### src/rtl/multi_byte_adder_pkg.sv
// -----------------------------------------------------------------------------
// multi_byte_adder_pkg
// Shared constants and types for the multi-byte adder sequencer.
//   BYTE_WIDTH : width of one adder slice (the shared CLA adds one byte/cycle)
//   state_e    : sequencer FSM states
// -----------------------------------------------------------------------------
package multi_byte_adder_pkg;

    localparam int BYTE_WIDTH = 8;

    typedef enum logic [1:0] {
        IDLE = 2'd0,  // waiting for a request, Ready_Out high
        ADD  = 2'd1,  // one byte added per cycle, LSB first
        DONE = 2'd2   // result published, Done_Out pulses
    } state_e;

endpackage

### src/rtl/multi_byte_adder_sequencer_if.sv
// -----------------------------------------------------------------------------
// multi_byte_adder_sequencer_if
// Request/result bundle of the multi-byte adder sequencer.
//   master : requester side (drives Start_In, operands, Carry_In)
//   slave  : sequencer side (drives Ready_Out, Sum_Out, Carry_Out,
//            Overflow_Out, Done_Out)
// NUM_BYTES must match the sequencer it is connected to.
// -----------------------------------------------------------------------------
interface multi_byte_adder_sequencer_if
    import multi_byte_adder_pkg::*;
#(
    parameter int NUM_BYTES = 4
);
    localparam int W = NUM_BYTES * BYTE_WIDTH;

    logic         Start_In;
    logic         Ready_Out;
    logic [W-1:0] Data_A_In;
    logic [W-1:0] Data_B_In;
    logic         Carry_In;
    logic [W-1:0] Sum_Out;
    logic         Carry_Out;
    logic         Overflow_Out;
    logic         Done_Out;

    modport master (
        output Start_In, Data_A_In, Data_B_In, Carry_In,
        input  Ready_Out, Sum_Out, Carry_Out, Overflow_Out, Done_Out
    );

    modport slave (
        input  Start_In, Data_A_In, Data_B_In, Carry_In,
        output Ready_Out, Sum_Out, Carry_Out, Overflow_Out, Done_Out
    );

endinterface

### src/rtl/byte_cla_adder.sv
// -----------------------------------------------------------------------------
// byte_cla_adder
// Combinational 8-bit carry-lookahead adder.
//   Data_A_In, Data_B_In : byte operands
//   Carry_In             : carry into bit 0
//   Sum_Out              : A + B + Carry_In (low 8 bits)
//   Carry_Out            : carry out of bit 7
// -----------------------------------------------------------------------------
module byte_cla_adder
    import multi_byte_adder_pkg::*;
(
    input  logic [BYTE_WIDTH-1:0] Data_A_In,
    input  logic [BYTE_WIDTH-1:0] Data_B_In,
    input  logic                  Carry_In,
    output logic [BYTE_WIDTH-1:0] Sum_Out,
    output logic                  Carry_Out
);
    logic [BYTE_WIDTH-1:0] prop;
    logic [BYTE_WIDTH-1:0] gen;
    logic [BYTE_WIDTH:0]   carry;

    assign prop = Data_A_In ^ Data_B_In;
    assign gen  = Data_A_In & Data_B_In;

    // Each carry is the flat sum-of-products of generate/propagate terms
    // (c[i+1] = g[i] | p[i]g[i-1] | ... | p[i..0]cin), not a ripple chain.
    always_comb begin
        logic acc;
        logic run_p;
        // NOTE: every variable assigned in always_comb gets a value on every
        // path first; otherwise synthesis infers a latch to hold the old one.
        carry    = '0;
        carry[0] = Carry_In;
        acc      = 1'b0;
        run_p    = 1'b0;
        for (int i = 0; i < BYTE_WIDTH; i++) begin
            acc   = gen[i];
            run_p = prop[i];
            for (int j = i - 1; j >= 0; j--) begin
                acc   = acc | (run_p & gen[j]);
                run_p = run_p & prop[j];
            end
            carry[i+1] = acc | (run_p & Carry_In);
        end
    end

    assign Sum_Out   = prop ^ carry[BYTE_WIDTH-1:0];
    assign Carry_Out = carry[BYTE_WIDTH];

endmodule

### src/rtl/multi_byte_adder_sequencer.sv
// -----------------------------------------------------------------------------
// multi_byte_adder_sequencer
// Adds two NUM_BYTES-wide operands plus a carry-in through one shared 8-bit
// CLA, one byte per cycle, LSB byte first.
//   Clock   : rising-edge clock
//   Reset_n : synchronous active-low reset (aborts any operation in flight)
//   bus     : slave side of multi_byte_adder_sequencer_if
// Timing: accept at edge k, Done_Out high in the cycle after edge k+NUM_BYTES,
// next accept possible at edge k+NUM_BYTES+2.
// -----------------------------------------------------------------------------
module multi_byte_adder_sequencer
    import multi_byte_adder_pkg::*;
#(
    parameter int NUM_BYTES = 4   // legal range 2..16
)(
    input  logic                         Clock,
    input  logic                         Reset_n,
    multi_byte_adder_sequencer_if.slave  bus
);
    localparam int                W        = NUM_BYTES * BYTE_WIDTH;
    localparam int                IDX_W    = $clog2(NUM_BYTES);
    localparam logic [IDX_W-1:0]  LAST_IDX = IDX_W'(NUM_BYTES - 1);

    state_e           state_q, state_d;
    logic [IDX_W-1:0] idx_q,   idx_d;
    logic             carry_q, carry_d;
    logic [W-1:0]     a_q,     a_d;
    logic [W-1:0]     b_q,     b_d;
    logic [W-1:0]     work_q,  work_d;
    logic [W-1:0]     sum_q,   sum_d;
    logic             cout_q,  cout_d;
    logic             ovf_q,   ovf_d;

    logic                  ready;
    logic                  done;
    logic                  accept;
    logic [BYTE_WIDTH-1:0] byte_sum;
    logic                  byte_cout;

    assign accept = bus.Start_In && ready;

    // The single shared adder; the current byte is picked by the index.
    byte_cla_adder u_byte_cla_adder (
        .Data_A_In (a_q[int'(idx_q)*BYTE_WIDTH +: BYTE_WIDTH]),
        .Data_B_In (b_q[int'(idx_q)*BYTE_WIDTH +: BYTE_WIDTH]),
        .Carry_In  (carry_q),
        .Sum_Out   (byte_sum),
        .Carry_Out (byte_cout)
    );

    // State register
    always_ff @(posedge Clock) begin
        // NOTE: sequential state uses non-blocking assignments so every
        // register samples pre-edge values, independent of statement order.
        if (!Reset_n) begin
            state_q <= IDLE;
            idx_q   <= '0;
            carry_q <= 1'b0;
            a_q     <= '0;
            b_q     <= '0;
            work_q  <= '0;
            sum_q   <= '0;
            cout_q  <= 1'b0;
            ovf_q   <= 1'b0;
        end else begin
            state_q <= state_d;
            idx_q   <= idx_d;
            carry_q <= carry_d;
            a_q     <= a_d;
            b_q     <= b_d;
            work_q  <= work_d;
            sum_q   <= sum_d;
            cout_q  <= cout_d;
            ovf_q   <= ovf_d;
        end
    end

    // Next-state logic
    always_comb begin
        state_d = state_q;
        case (state_q)
            IDLE:    if (accept) state_d = ADD;
            ADD:     if (idx_q == LAST_IDX) state_d = DONE;
            DONE:    state_d = IDLE;
            default: state_d = IDLE;
        endcase
    end

    // Datapath: operand capture, byte accumulation, result publication
    always_comb begin
        idx_d   = idx_q;
        carry_d = carry_q;
        a_d     = a_q;
        b_d     = b_q;
        work_d  = work_q;
        sum_d   = sum_q;
        cout_d  = cout_q;
        ovf_d   = ovf_q;
        case (state_q)
            IDLE: begin
                if (accept) begin
                    a_d     = bus.Data_A_In;
                    b_d     = bus.Data_B_In;
                    carry_d = bus.Carry_In;
                    idx_d   = '0;
                    work_d  = '0;
                end
            end
            ADD: begin
                work_d[int'(idx_q)*BYTE_WIDTH +: BYTE_WIDTH] = byte_sum;
                carry_d = byte_cout;
                if (idx_q == LAST_IDX) begin
                    // The MSB byte is still in flight, so publish work_d
                    // (which already contains it) rather than work_q.
                    sum_d  = work_d;
                    cout_d = byte_cout;
                    ovf_d  = (a_q[W-1] == b_q[W-1]) && (work_d[W-1] != a_q[W-1]);
                end else begin
                    idx_d = idx_q + IDX_W'(1);
                end
            end
            default: ;
        endcase
    end

    // Output logic
    always_comb begin
        ready = (state_q == IDLE) && Reset_n;
        done  = (state_q == DONE);
    end

    assign bus.Ready_Out    = ready;
    assign bus.Done_Out     = done;
    assign bus.Sum_Out      = sum_q;
    assign bus.Carry_Out    = cout_q;
    assign bus.Overflow_Out = ovf_q;

endmodule

### src/flat_wrapper.sv
// flat-port wrapper written by rule: the top's interface ports become plain ports
module multi_byte_adder_sequencer_flat import multi_byte_adder_pkg::*;
#(
    parameter int NUM_BYTES = 4                       
)
  (Clock, Reset_n, bus_Start_In, bus_Data_A_In, bus_Data_B_In, bus_Carry_In, bus_Ready_Out, bus_Sum_Out, bus_Carry_Out, bus_Overflow_Out, bus_Done_Out);
  multi_byte_adder_sequencer_if #(.NUM_BYTES(NUM_BYTES)) bus_i ();
  input  logic Clock;
  input  logic Reset_n;
  input wire logic [$bits(bus_i.Start_In)-1:0] bus_Start_In;
  input wire logic [$bits(bus_i.Data_A_In)-1:0] bus_Data_A_In;
  input wire logic [$bits(bus_i.Data_B_In)-1:0] bus_Data_B_In;
  input wire logic [$bits(bus_i.Carry_In)-1:0] bus_Carry_In;
  output wire logic [$bits(bus_i.Ready_Out)-1:0] bus_Ready_Out;
  output wire logic [$bits(bus_i.Sum_Out)-1:0] bus_Sum_Out;
  output wire logic [$bits(bus_i.Carry_Out)-1:0] bus_Carry_Out;
  output wire logic [$bits(bus_i.Overflow_Out)-1:0] bus_Overflow_Out;
  output wire logic [$bits(bus_i.Done_Out)-1:0] bus_Done_Out;
  assign bus_i.Start_In = bus_Start_In;
  assign bus_i.Data_A_In = bus_Data_A_In;
  assign bus_i.Data_B_In = bus_Data_B_In;
  assign bus_i.Carry_In = bus_Carry_In;
  assign bus_Ready_Out = bus_i.Ready_Out;
  assign bus_Sum_Out = bus_i.Sum_Out;
  assign bus_Carry_Out = bus_i.Carry_Out;
  assign bus_Overflow_Out = bus_i.Overflow_Out;
  assign bus_Done_Out = bus_i.Done_Out;
  multi_byte_adder_sequencer #(.NUM_BYTES(NUM_BYTES)) u_core (.Clock(Clock), .Reset_n(Reset_n), .bus(bus_i));
endmodule
### config.mk
export PLATFORM = sky130hd
export DESIGN_NAME = multi_byte_adder_sequencer_flat
export DESIGN_NICKNAME = d
export VERILOG_FILES = /design/src/rtl/multi_byte_adder_pkg.sv /design/src/rtl/multi_byte_adder_sequencer_if.sv /design/src/rtl/byte_cla_adder.sv /design/src/rtl/multi_byte_adder_sequencer.sv /design/src/flat_wrapper.sv
export SDC_FILE = /design/constraint.sdc
export NUM_CORES = 1
export LEC_CHECK = 0
export ABC_CLOCK_PERIOD_IN_PS = 3300
export CAP_MARGIN = 25
export CORE_MARGIN = 10
export CORE_UTILIZATION = 35
export CTS_CLUSTER_DIAMETER = 40
export DETAILED_ROUTE_END_ITERATION = 6
export GPL_TIMING_DRIVEN = 0
export PLACE_DENSITY = 0.67
export SLEW_MARGIN = 5
export SYNTH_ARGS = -nofsm -noshare
export SYNTH_HDL_FRONTEND = slang
export SYNTH_SLANG_ARGS = --single-unit
### constraint.sdc
create_clock -name Clock -period 3.3 [get_ports Clock]
set_input_delay 0.66 -clock Clock [delete_from_list [all_inputs] [get_ports Clock]]
set_output_delay 0.66 -clock Clock [all_outputs]
set_load 0.01 [all_outputs]
==> flow_summary.yaml, run 1 <==
outcome:
  run_status: "completed"
clock_network:
  cts_tree: "done"
  numCtsBuffers: 17
  clockRootBuffer: "clkbuf_16"
  clkTransAtPathRegs_ns: 0.06
  htree_levels: 4
  cts.sinks: 135
  clockBufferDepth: 2
  ctsHoldBuffers: 0
  insertion_delay_ns: 0.43
grt:
  grt-ovfl-total: 0
  grt_max_degree: 17
  grt_first_pass_wirelength_um: 26510
  antenna_found_initial: 0
  grt_usage_pct: 15.40
  grt_pass1_vias: 4997
drt:
  drc: 0
  ant_nets: 0
  dr_total_vias: 5028
  viasPerCell: 5.013
  totalWireLength_um: 16660
  wl_per_cell_um: 16.61
  drt_iter0_drc: 410
  drt_first_pass_iters: 5
yosys:
  synth-adder-area-share_pct: 3.464
  synth_top_family_by_area: "compound AO/OA/AOI/OAI gates"
  synth_fp_nets: 735
  synth_edf_count: 0
  synth_simple_gate_area_share_pct: 16.23
  synth_seq_cells: 135
  yosysWarnings: 0
  async_flop_share_pct: 0
  syn_inst: 652
  synth_xor_area_share_pct: 1.354
  synth-compound-area-share_pct: 19.56
  synth_mux_area_share_pct: 6.750
  synth-main-ff-cell: "dfxtp_1"
  synth_area_um2: 5635
  synth_cell_type_count: 44
  synth_top_cell_area_share_pct: 47.96
  synth_area_per_cell_um2: 8.643
  synth_top_area_cell: "dfxtp_1"
  yosys-top-cells-area: "dfxtp_1 (48%), nand2_1 (11%), a21oi_1 (7.6%)"
  synth.yosys.seq_area_share_pct: 47.96
sta:
  setup_ws_ns: 0.1742
  final-setup-viol-count: 0
  slew_headroom_pct: 42.52
  grt_setup_unrepaired: "false"
  hold_ws_ns: 0.4488
  max_freq_mhz: 319.9
  hold_viol_final: 0
  min_period_ns: 3.126
  maxSlewViolCount: 0
  tns_ns: 0
  fin_crit_sh_pct: 94.72
  tightest_slew_ns: 0.8560
  skew_ns: 0.005785
setup_path:
  worst-setup-path-type: "reg2reg"
  cp.required_ns: 3.60
  critPathSlowestCell: "ha_1"
  crit_chain: "buf_4 > buf_4 > mux4_2 > ha_1 > and3_1 > a221oi_4 > o21bai_2 > a21oi_2 > xor2_4 > o21ai_0"
  critPathArrivalTime_ns: 3.43
  path_max_fanout: 10
  cpLargestDelayFamily: "compound AO/OA/AOI/OAI gates"
  cpPeakStageDelay_ns: 0.41
  worst_setup_path_end_kind: "register"
  path_buf_inv: 2
  start_kind: "register"
  cpMostUsedCell: "buf_4"
power_and_ir_drop:
  p_leak_nw: 2.684
  powerDensity_nw_per_um2: 545.4
  finalPower_mw: 4.176
  peakVddDrop_mv: 0.4235
floorplanning:
  die_h_um: 146.9
  core_area_um2: 15830
  die_w_um: 146.9
  initial_core_util_pct: 35.60
  io_pins: 104
  rows: 46
  die-area_um2: 21580
final_layout:
  layout_common_cells: "nand2_1 (158), dfxtp_1 (134), clkdlybuf4s50_1 (103)"
  area_delta_synth_final_pct: 35.86
  drive_gt1_share_pct: 9.022
  diodes: 0
  nNetsFinal: 857
  final_common_cell: "nand2_1"
place:
  numPortBuffers: 103
  dpl_worst_slack_ns: -0.6912
  gp_congestion: 0.8717
  dp_hpwl_um: 12130
min_path:
  hold_class: "reg2reg"
flow_run:
  max_cap_viol_count: 0
[path summary, 6_finish.rpt]
kind	start	endpoint	slack (ns)	cells after the start
max reg2reg	u_core.idx_q[1]	u_core.bus.Sum_Out[22]	0.17	10
max	u_core.idx_q[1]	u_core.bus.Sum_Out[22]	0.17	10
min	u_core.work_q[11]	u_core.work_q[11]	0.45	2
min reg2reg	u_core.work_q[11]	u_core.work_q[11]	0.45	2
[cell usage after synthesis, types with 3 or more instances]
library cell,number
nand2_1,158
dfxtp_1,135
a21oi_1,86
o21ai_0,37
inv_1,27
nor2_1,25
a22oi_1,22
clkbuf_1,22
o22ai_1,21
mux4_2,16
nand3_1,15
ha_1,14
buf_2,13
nor2b_1,9
a22o_1,6
a31oi_1,4
and3_1,4
buf_1,3
nand2b_1,3
xnor2_1,3
[where the power goes]
group | internal (mW) | switching [mW]
combinational | 0.184 | 0.239
clock | 1.34 | 0.713
sequential | 1.67 | 0.0238
total | 3.20 | 0.976
[sequential cells by signal, summed over array words and instances (netlist names)]
signal,flops
u_core.b_q,32
u_core.work_q,32
u_core.a_q,32
u_core.carry_q,1
u_core.idx_q,2
u_core.bus.Overflow_Out,1
u_core.state_q,2
u_core.bus.Carry_Out,1
u_core.bus.Sum_Out,32
[worst register-to-register path, delay by kind of cell (launching register included)]
kind,cells,cell delay (ns)
compound gates,4,0.84
xor+xnor,1,0.30
fa+ha+maj,1,0.41
buf+inv,2,0.45
flops,1,0.39
mux,1,0.34
simple gates,1,0.27
[repair_timing]
item,4_1_cts,5_1_grt
gates resized for setup,8,8
buffers inserted,0,0
endpoints found under the setup margin,43,21
pin swaps,0,1
cloned,0,0
[cell type report]
cell class,instances,area [um2]
inverter,28,105.1
clock buffer,21,480.5
buffer,38,178.9
tap,216,270.3
sequential,135,2704
timing repair buffer,103,1031
multi-input combinational,451,2718
clock inverter,11,168.9
fill,1530,8172
[metal layers]
metal / share of wire (%) / track usage [%] / wire length (um)
met5: 0 / 0 / 0
met4: 1.6 / 4.856 / 261
met3: 7.8 / 5.006 / 1301
met2: 47 / 25.00 / 7827
met1: 44 / 18.95 / 7266
[stage by stage]
stage	instance area, um2	utilization [%]	std cells
4_1_cts	7617	48.13	1003
2_1_floorplan	5635	-	652
3_5_place_dp	6937	43.83	971
3_3_place_gp	6937	43.83	971
5_1_grt	7656	48.37	1003
6_report	7656	48.37	1003
[kinds of logic (layout without fill, tap and decap cells)]
| kind of cell | count (synthesis) | count (layout) |
|---|---|---|
| fa+ha+maj | 15 | 15 |
| xor+xnor | 7 | 7 |
| simple gates | 222 | 222 |
| buf+inv | 66 | 201 |
| mux | 18 | 18 |
| compound gates | 189 | 189 |
| flops | 135 | 135 |
(Power assumes the default switching activity.)
==> run 2: changes to the inputs <==
--- a/config.mk
+++ b/config.mk
@@ -7,12 +7,15 @@
 export LEC_CHECK = 0
 export ABC_CLOCK_PERIOD_IN_PS = 3300
 export CAP_MARGIN = 25
+export CELL_PAD_IN_SITES_DETAIL_PLACEMENT = 1
+export CELL_PAD_IN_SITES_GLOBAL_PLACEMENT = 2
 export CORE_MARGIN = 10
-export CORE_UTILIZATION = 35
+export CORE_UTILIZATION = 31
 export CTS_CLUSTER_DIAMETER = 40
 export DETAILED_ROUTE_END_ITERATION = 6
 export GPL_TIMING_DRIVEN = 0
-export PLACE_DENSITY = 0.67
+export PLACE_DENSITY = 0.89
+export REMOVE_ABC_BUFFERS = 1
 export SLEW_MARGIN = 5
 export SYNTH_ARGS = -nofsm -noshare
 export SYNTH_HDL_FRONTEND = slang
==> flow_summary.yaml, run 2 (synthesized netlist as in run 1, its figures left out) <==
setup_path:
  cp.required_ns: 3.58
  path_max_fanout: 14
  critPathArrivalTime_ns: 3.39
  worst_setup_path_end_kind: "register"
  start_kind: "register"
  worst-setup-path-type: "reg2reg"
drt:
  drt_first_pass_iters: 5
  totalWireLength_um: 17000
  viasPerCell: 5.018
  drc: 0
  wl_per_cell_um: 17.36
  drt_iter0_drc: 232
  dr_total_vias: 4913
  ant_nets: 0
clock_network:
  cts.sinks: 135
  cts_tree: "done"
  insertion_delay_ns: 0.42
  clockRootBuffer: "clkbuf_16"
  numCtsBuffers: 17
  htree_levels: 4
  ctsHoldBuffers: 0
  clkTransAtPathRegs_ns: 0.06
  clockBufferDepth: 2
place:
  gp_congestion: 0.7931
  place_area_um2: 6905
  dpl_worst_slack_ns: -0.4360
  dp_hpwl_um: 12140
  numPortBuffers: 103
floorplanning:
  die_h_um: 154.8
  io_pins: 104
  die_w_um: 154.8
  core_area_um2: 17900
  die-area_um2: 23970
  initial_core_util_pct: 31.48
  rows: 49
power_and_ir_drop:
  switching_power_mw: 0.9222
  p_leak_nw: 2.608
  peakVddDrop_mv: 0.3482
  pwr-share-seq_pct: 44.0
  clkPwrFrac_pct: 45.7
  netSwitchingFraction_pct: 23.80
  finalPower_mw: 3.874
  comb_power_share_pct: 10.3
  powerDensity_nw_per_um2: 517.8
  p_int_mw: 2.952
final_layout:
  final_common_cell: "nand2_1"
  nNetsFinal: 823
  diodes: 0
  area_delta_synth_final_pct: 32.77
  layout_common_cells: "nand2_1 (158), dfxtp_1 (133), clkdlybuf4s50_1 (102)"
  fin_area_um2: 7482
  drive_gt1_share_pct: 7.600
outcome:
  run_status: "completed"
grt:
  gr-usage-met3_pct: 5.713
  grt_pass1_vias: 5491
  gr-usage-met1_pct: 15.86
  grt_busiest_layer: "met2"
  grt_first_pass_wirelength_um: 27590
  grt_usage_pct: 14.11
  use_met2_pct: 24.45
  grt_max_degree: 78
  antenna_found_initial: 0
  grt-ovfl-total: 0
sta:
  tns_ns: 0
  min_period_ns: 3.109
  setup_ws_ns: 0.1912
  slew_headroom_pct: 34.04
  hold_viol_final: 0
  max_freq_mhz: 321.7
  skew_ns: 0.005950
  maxSlewViolCount: 0
  tightest_slew_ns: 0.9872
  final-setup-viol-count: 0
  fin_crit_sh_pct: 94.21
  grt_setup_unrepaired: "true"
min_path:
  hold_class: "reg2reg"
flow_run:
  max_cap_viol_count: 0
-- run 2: per-layer routing --
metal	up-vias	routed length, um
li1	2433	-
met1	2369	7379
met2	98	8532
met3	13	974
met4	0	109
met5	-	0
-- run 2: cell type report --
class / count / area (um2)
Fill cell: 2115 / 10420
Multi-Input combinational cell: 451 / 2714
Sequential cell: 135 / 2708
Timing Repair Buffer: 107 / 1127
Clock buffer: 25 / 495.5
Tap cell: 229 / 286.5
Inverter: 28 / 106.4
Clock inverter: 4 / 45.04
-- run 2: critical path: stages (launching register included) --
cell	delay, ns
dfxtp_4	0.55
mux4_2	0.55
ha_1	0.36
a21o_1	0.22
a221oi_2	0.38
o21bai_2	0.16
a21oi_2	0.22
xor2_2	0.37
o21ai_0	0.15
-- run 2: worst paths after layout --
check / startpoint / to / slack, ns / cells past startpoint
worst max-delay path: u_core.idx_q[0] / u_core.bus.Sum_Out[14] / 0.19 / 8
worst min-delay path: u_core.a_q[21] / u_core.a_q[21] / 0.45 / 2
worst max register to register: u_core.idx_q[0] / u_core.bus.Sum_Out[14] / 0.19 / 8
worst min register to register: u_core.a_q[21] / u_core.a_q[21] / 0.45 / 2
-- run 2: through the flow --
| stage | instances | util (%) | hold WS (ns) |
|---|---|---|---|
| 2_1_floorplan | 614 | - | 0.4169 |
| 3_3_place_gp | 946 | 37.95 | 0.4299 |
| 3_5_place_dp | 949 | 38.57 | 0.4461 |
| 4_1_cts | 978 | 41.65 | 0.4555 |
| 5_1_grt | 979 | 41.79 | 0.4756 |
| 6_report | 979 | 41.79 | 0.4523 |
-- run 2: repair_timing --
action                                  4_1_cts  5_1_grt
setup buffers                                 0        1
gates resized for setup                       2        3
endpoints found under the setup margin       38       30
gates cloned                                  0        0
-- run 2: power by group through the flow --
stage / Combinational [mW] / Clock [mW] / Sequential [mW]
floorplan: 0.210 / 0 / 1.73
global placement: 0.363 / 0 / 1.75
detailed placement: 0.388 / 0 / 1.75
CTS: 0.392 / 1.82 / 1.71
global route: 0.439 / 1.89 / 1.71
finish: 0.397 / 1.77 / 1.71
==> run 3: changes to the inputs <==
--- a/config.mk
+++ b/config.mk
@@ -10,11 +10,12 @@
 export CELL_PAD_IN_SITES_DETAIL_PLACEMENT = 1
 export CELL_PAD_IN_SITES_GLOBAL_PLACEMENT = 2
 export CORE_MARGIN = 10
-export CORE_UTILIZATION = 31
+export CORE_UTILIZATION = 32
+export CTS_BUF_LIST = sky130_fd_sc_hd__clkbuf_8
 export CTS_CLUSTER_DIAMETER = 40
 export DETAILED_ROUTE_END_ITERATION = 6
 export GPL_TIMING_DRIVEN = 0
-export PLACE_DENSITY = 0.89
+export PLACE_DENSITY = 0.91
 export REMOVE_ABC_BUFFERS = 1
 export SLEW_MARGIN = 5
 export SYNTH_ARGS = -nofsm -noshare
==> flow_summary.yaml, run 3 (synthesized netlist as in run 1, its figures left out) <==
clock_network:
  cts_tree: "done"
  insertion_delay_ns: 0.45
  clkTransAtPathRegs_ns: 0.07
  numCtsBuffers: 17
  htree_levels: 4
  cts.sinks: 135
  clockBufferDepth: 2
  clockRootBuffer: "clkbuf_8"
  ctsHoldBuffers: 0
power_and_ir_drop:
  powerDensity_nw_per_um2: 456.2
  peakVddDrop_mv: 0.2182
  p_leak_nw: 2.507
sta:
  min_period_ns: 3.225
  final-setup-viol-count: 0
  fin_crit_sh_pct: 97.74
  grt_setup_unrepaired: "true"
  slew_headroom_pct: 36.22
  tightest_slew_ns: 0.9545
  tns_ns: 0
  hold_viol_final: 0
  skew_ns: 0.01306
  max_freq_mhz: 310.0
  maxSlewViolCount: 0
setup_path:
  r2r-start: "u_core.idx_q[0]"
  critPathArrivalTime_ns: 2.57
  worst-setup-path-type: "in2out"
  crit_start: "Reset_n"
  setup.worst_path.end: "bus_Ready_Out"
  reg2reg_to: "u_core.work_q[14]"
  path_max_fanout: 14
  r2r_slack_ns: 0.17
  cp.required_ns: 2.64
  worst_setup_path_end_kind: "output pin"
  start_kind: "primary input"
  r2r_cells: 8
final_layout:
  n_fill_cell: 2035
  diodes: 0
  drive_gt1_share_pct: 7.477
  layout_common_cells: "nand2_1 (158), dfxtp_1 (133), clkdlybuf4s50_1 (103)"
  final_common_cell: "nand2_1"
  nNetsFinal: 822
  fin_util_pct: 41.81
  area_delta_synth_final_pct: 28.33
  fin_area_um2: 7232
  stdcell_count: 974
floorplanning:
  die-area_um2: 23320
  die_h_um: 152.7
  io_pins: 104
  die_w_um: 152.7
  rows: 48
  core_area_um2: 17300
  initial_core_util_pct: 32.58
drt:
  drt_first_pass_iters: 4
  drc: 0
  wl_per_cell_um: 16.88
  viasPerCell: 5.043
  ant_nets: 0
  drt_iter0_drc: 226
  totalWireLength_um: 16440
  dr_total_vias: 4912
grt:
  antenna_found_initial: 0
  grt-ovfl-total: 0
  grt_usage_pct: 13.89
  grt_first_pass_wirelength_um: 26780
  grt_max_degree: 78
  grt_pass1_vias: 5308
min_path:
  hold_class: "reg2reg"
  worstHoldStart: "u_core.a_q[18]"
flow_run:
  max_cap_viol_count: 0
place:
  numPortBuffers: 103
  dp_hpwl_um: 11830
  dp.cells: 944
  place_area_um2: 6858
  gp_congestion: 0.7807
outcome:
  run_status: "completed"
[run 3: what timing repair did]
action | CTS | global route
endpoints found under the setup margin | 35 | 21
resized for setup | 4 | 2
gates cloned | 0 | 0
buffers inserted | 0 | 1
[run 3: worst min path at each step]
stage / end / slack, ns / cells after the start
2_1_floorplan: u_core.work_q[11] / 0.42 / 2
3_3_place_gp: u_core.work_q[11] / 0.43 / 2
3_5_place_dp: u_core.work_q[11] / 0.44 / 2
4_1_cts: u_core.a_q[18] / 0.46 / 2
5_1_grt: u_core.work_q[11] / 0.48 / 2
6_report: u_core.a_q[18] / 0.46 / 2
[run 3: layout make-up]
cell class / count / area (um2) / share of cell area (%)
clock buffers: 19 / 261.5 / 3.616
clock inverters: 10 / 68.82 / 0.9516
inverters: 28 / 106.4 / 1.471
multi-input cells: 451 / 2721 / 37.63
flip-flops and latches: 135 / 2710 / 37.47
well taps: 225 / 281.5 / 3.893
repair buffers: 106 / 1082 / 14.97
[run 3: per-layer routing]
metal,wire [um],track usage [%]
met2,8225,24.02
met3,901,4.629
met1,7074,15.70
met4,238,4.496
met5,0,0
[run 3: per-stage QoR]
| step | setup WS [ns] | hold WS [ns] | total power [mW] |
|---|---|---|---|
| after floorplan | -0.5031 | 0.4169 | 1.944 |
| after global placement | -3.266 | 0.4301 | 2.110 |
| after detailed placement | -0.3982 | 0.4405 | 2.131 |
| after CTS | 0.0007288 | 0.4556 | 3.333 |
| after global routing | -0.003618 | 0.4809 | 3.455 |
| final | 0.07458 | 0.4556 | 3.299 |
[run 3: power breakdown]
part	internal, mW	switching [mW]	total (mW)
sequential	1.67	0.0348	1.70
combinational	0.177	0.219	0.396
clock	0.602	0.597	1.20
total	2.45	0.850	3.30
[run 3: critical path, cell delays in order]
cell	delay [ns]
clkdlybuf4s50_1	0.85
nand2b_1	0.26
nor2_1	0.21
clkdlybuf4s50_1	0.58
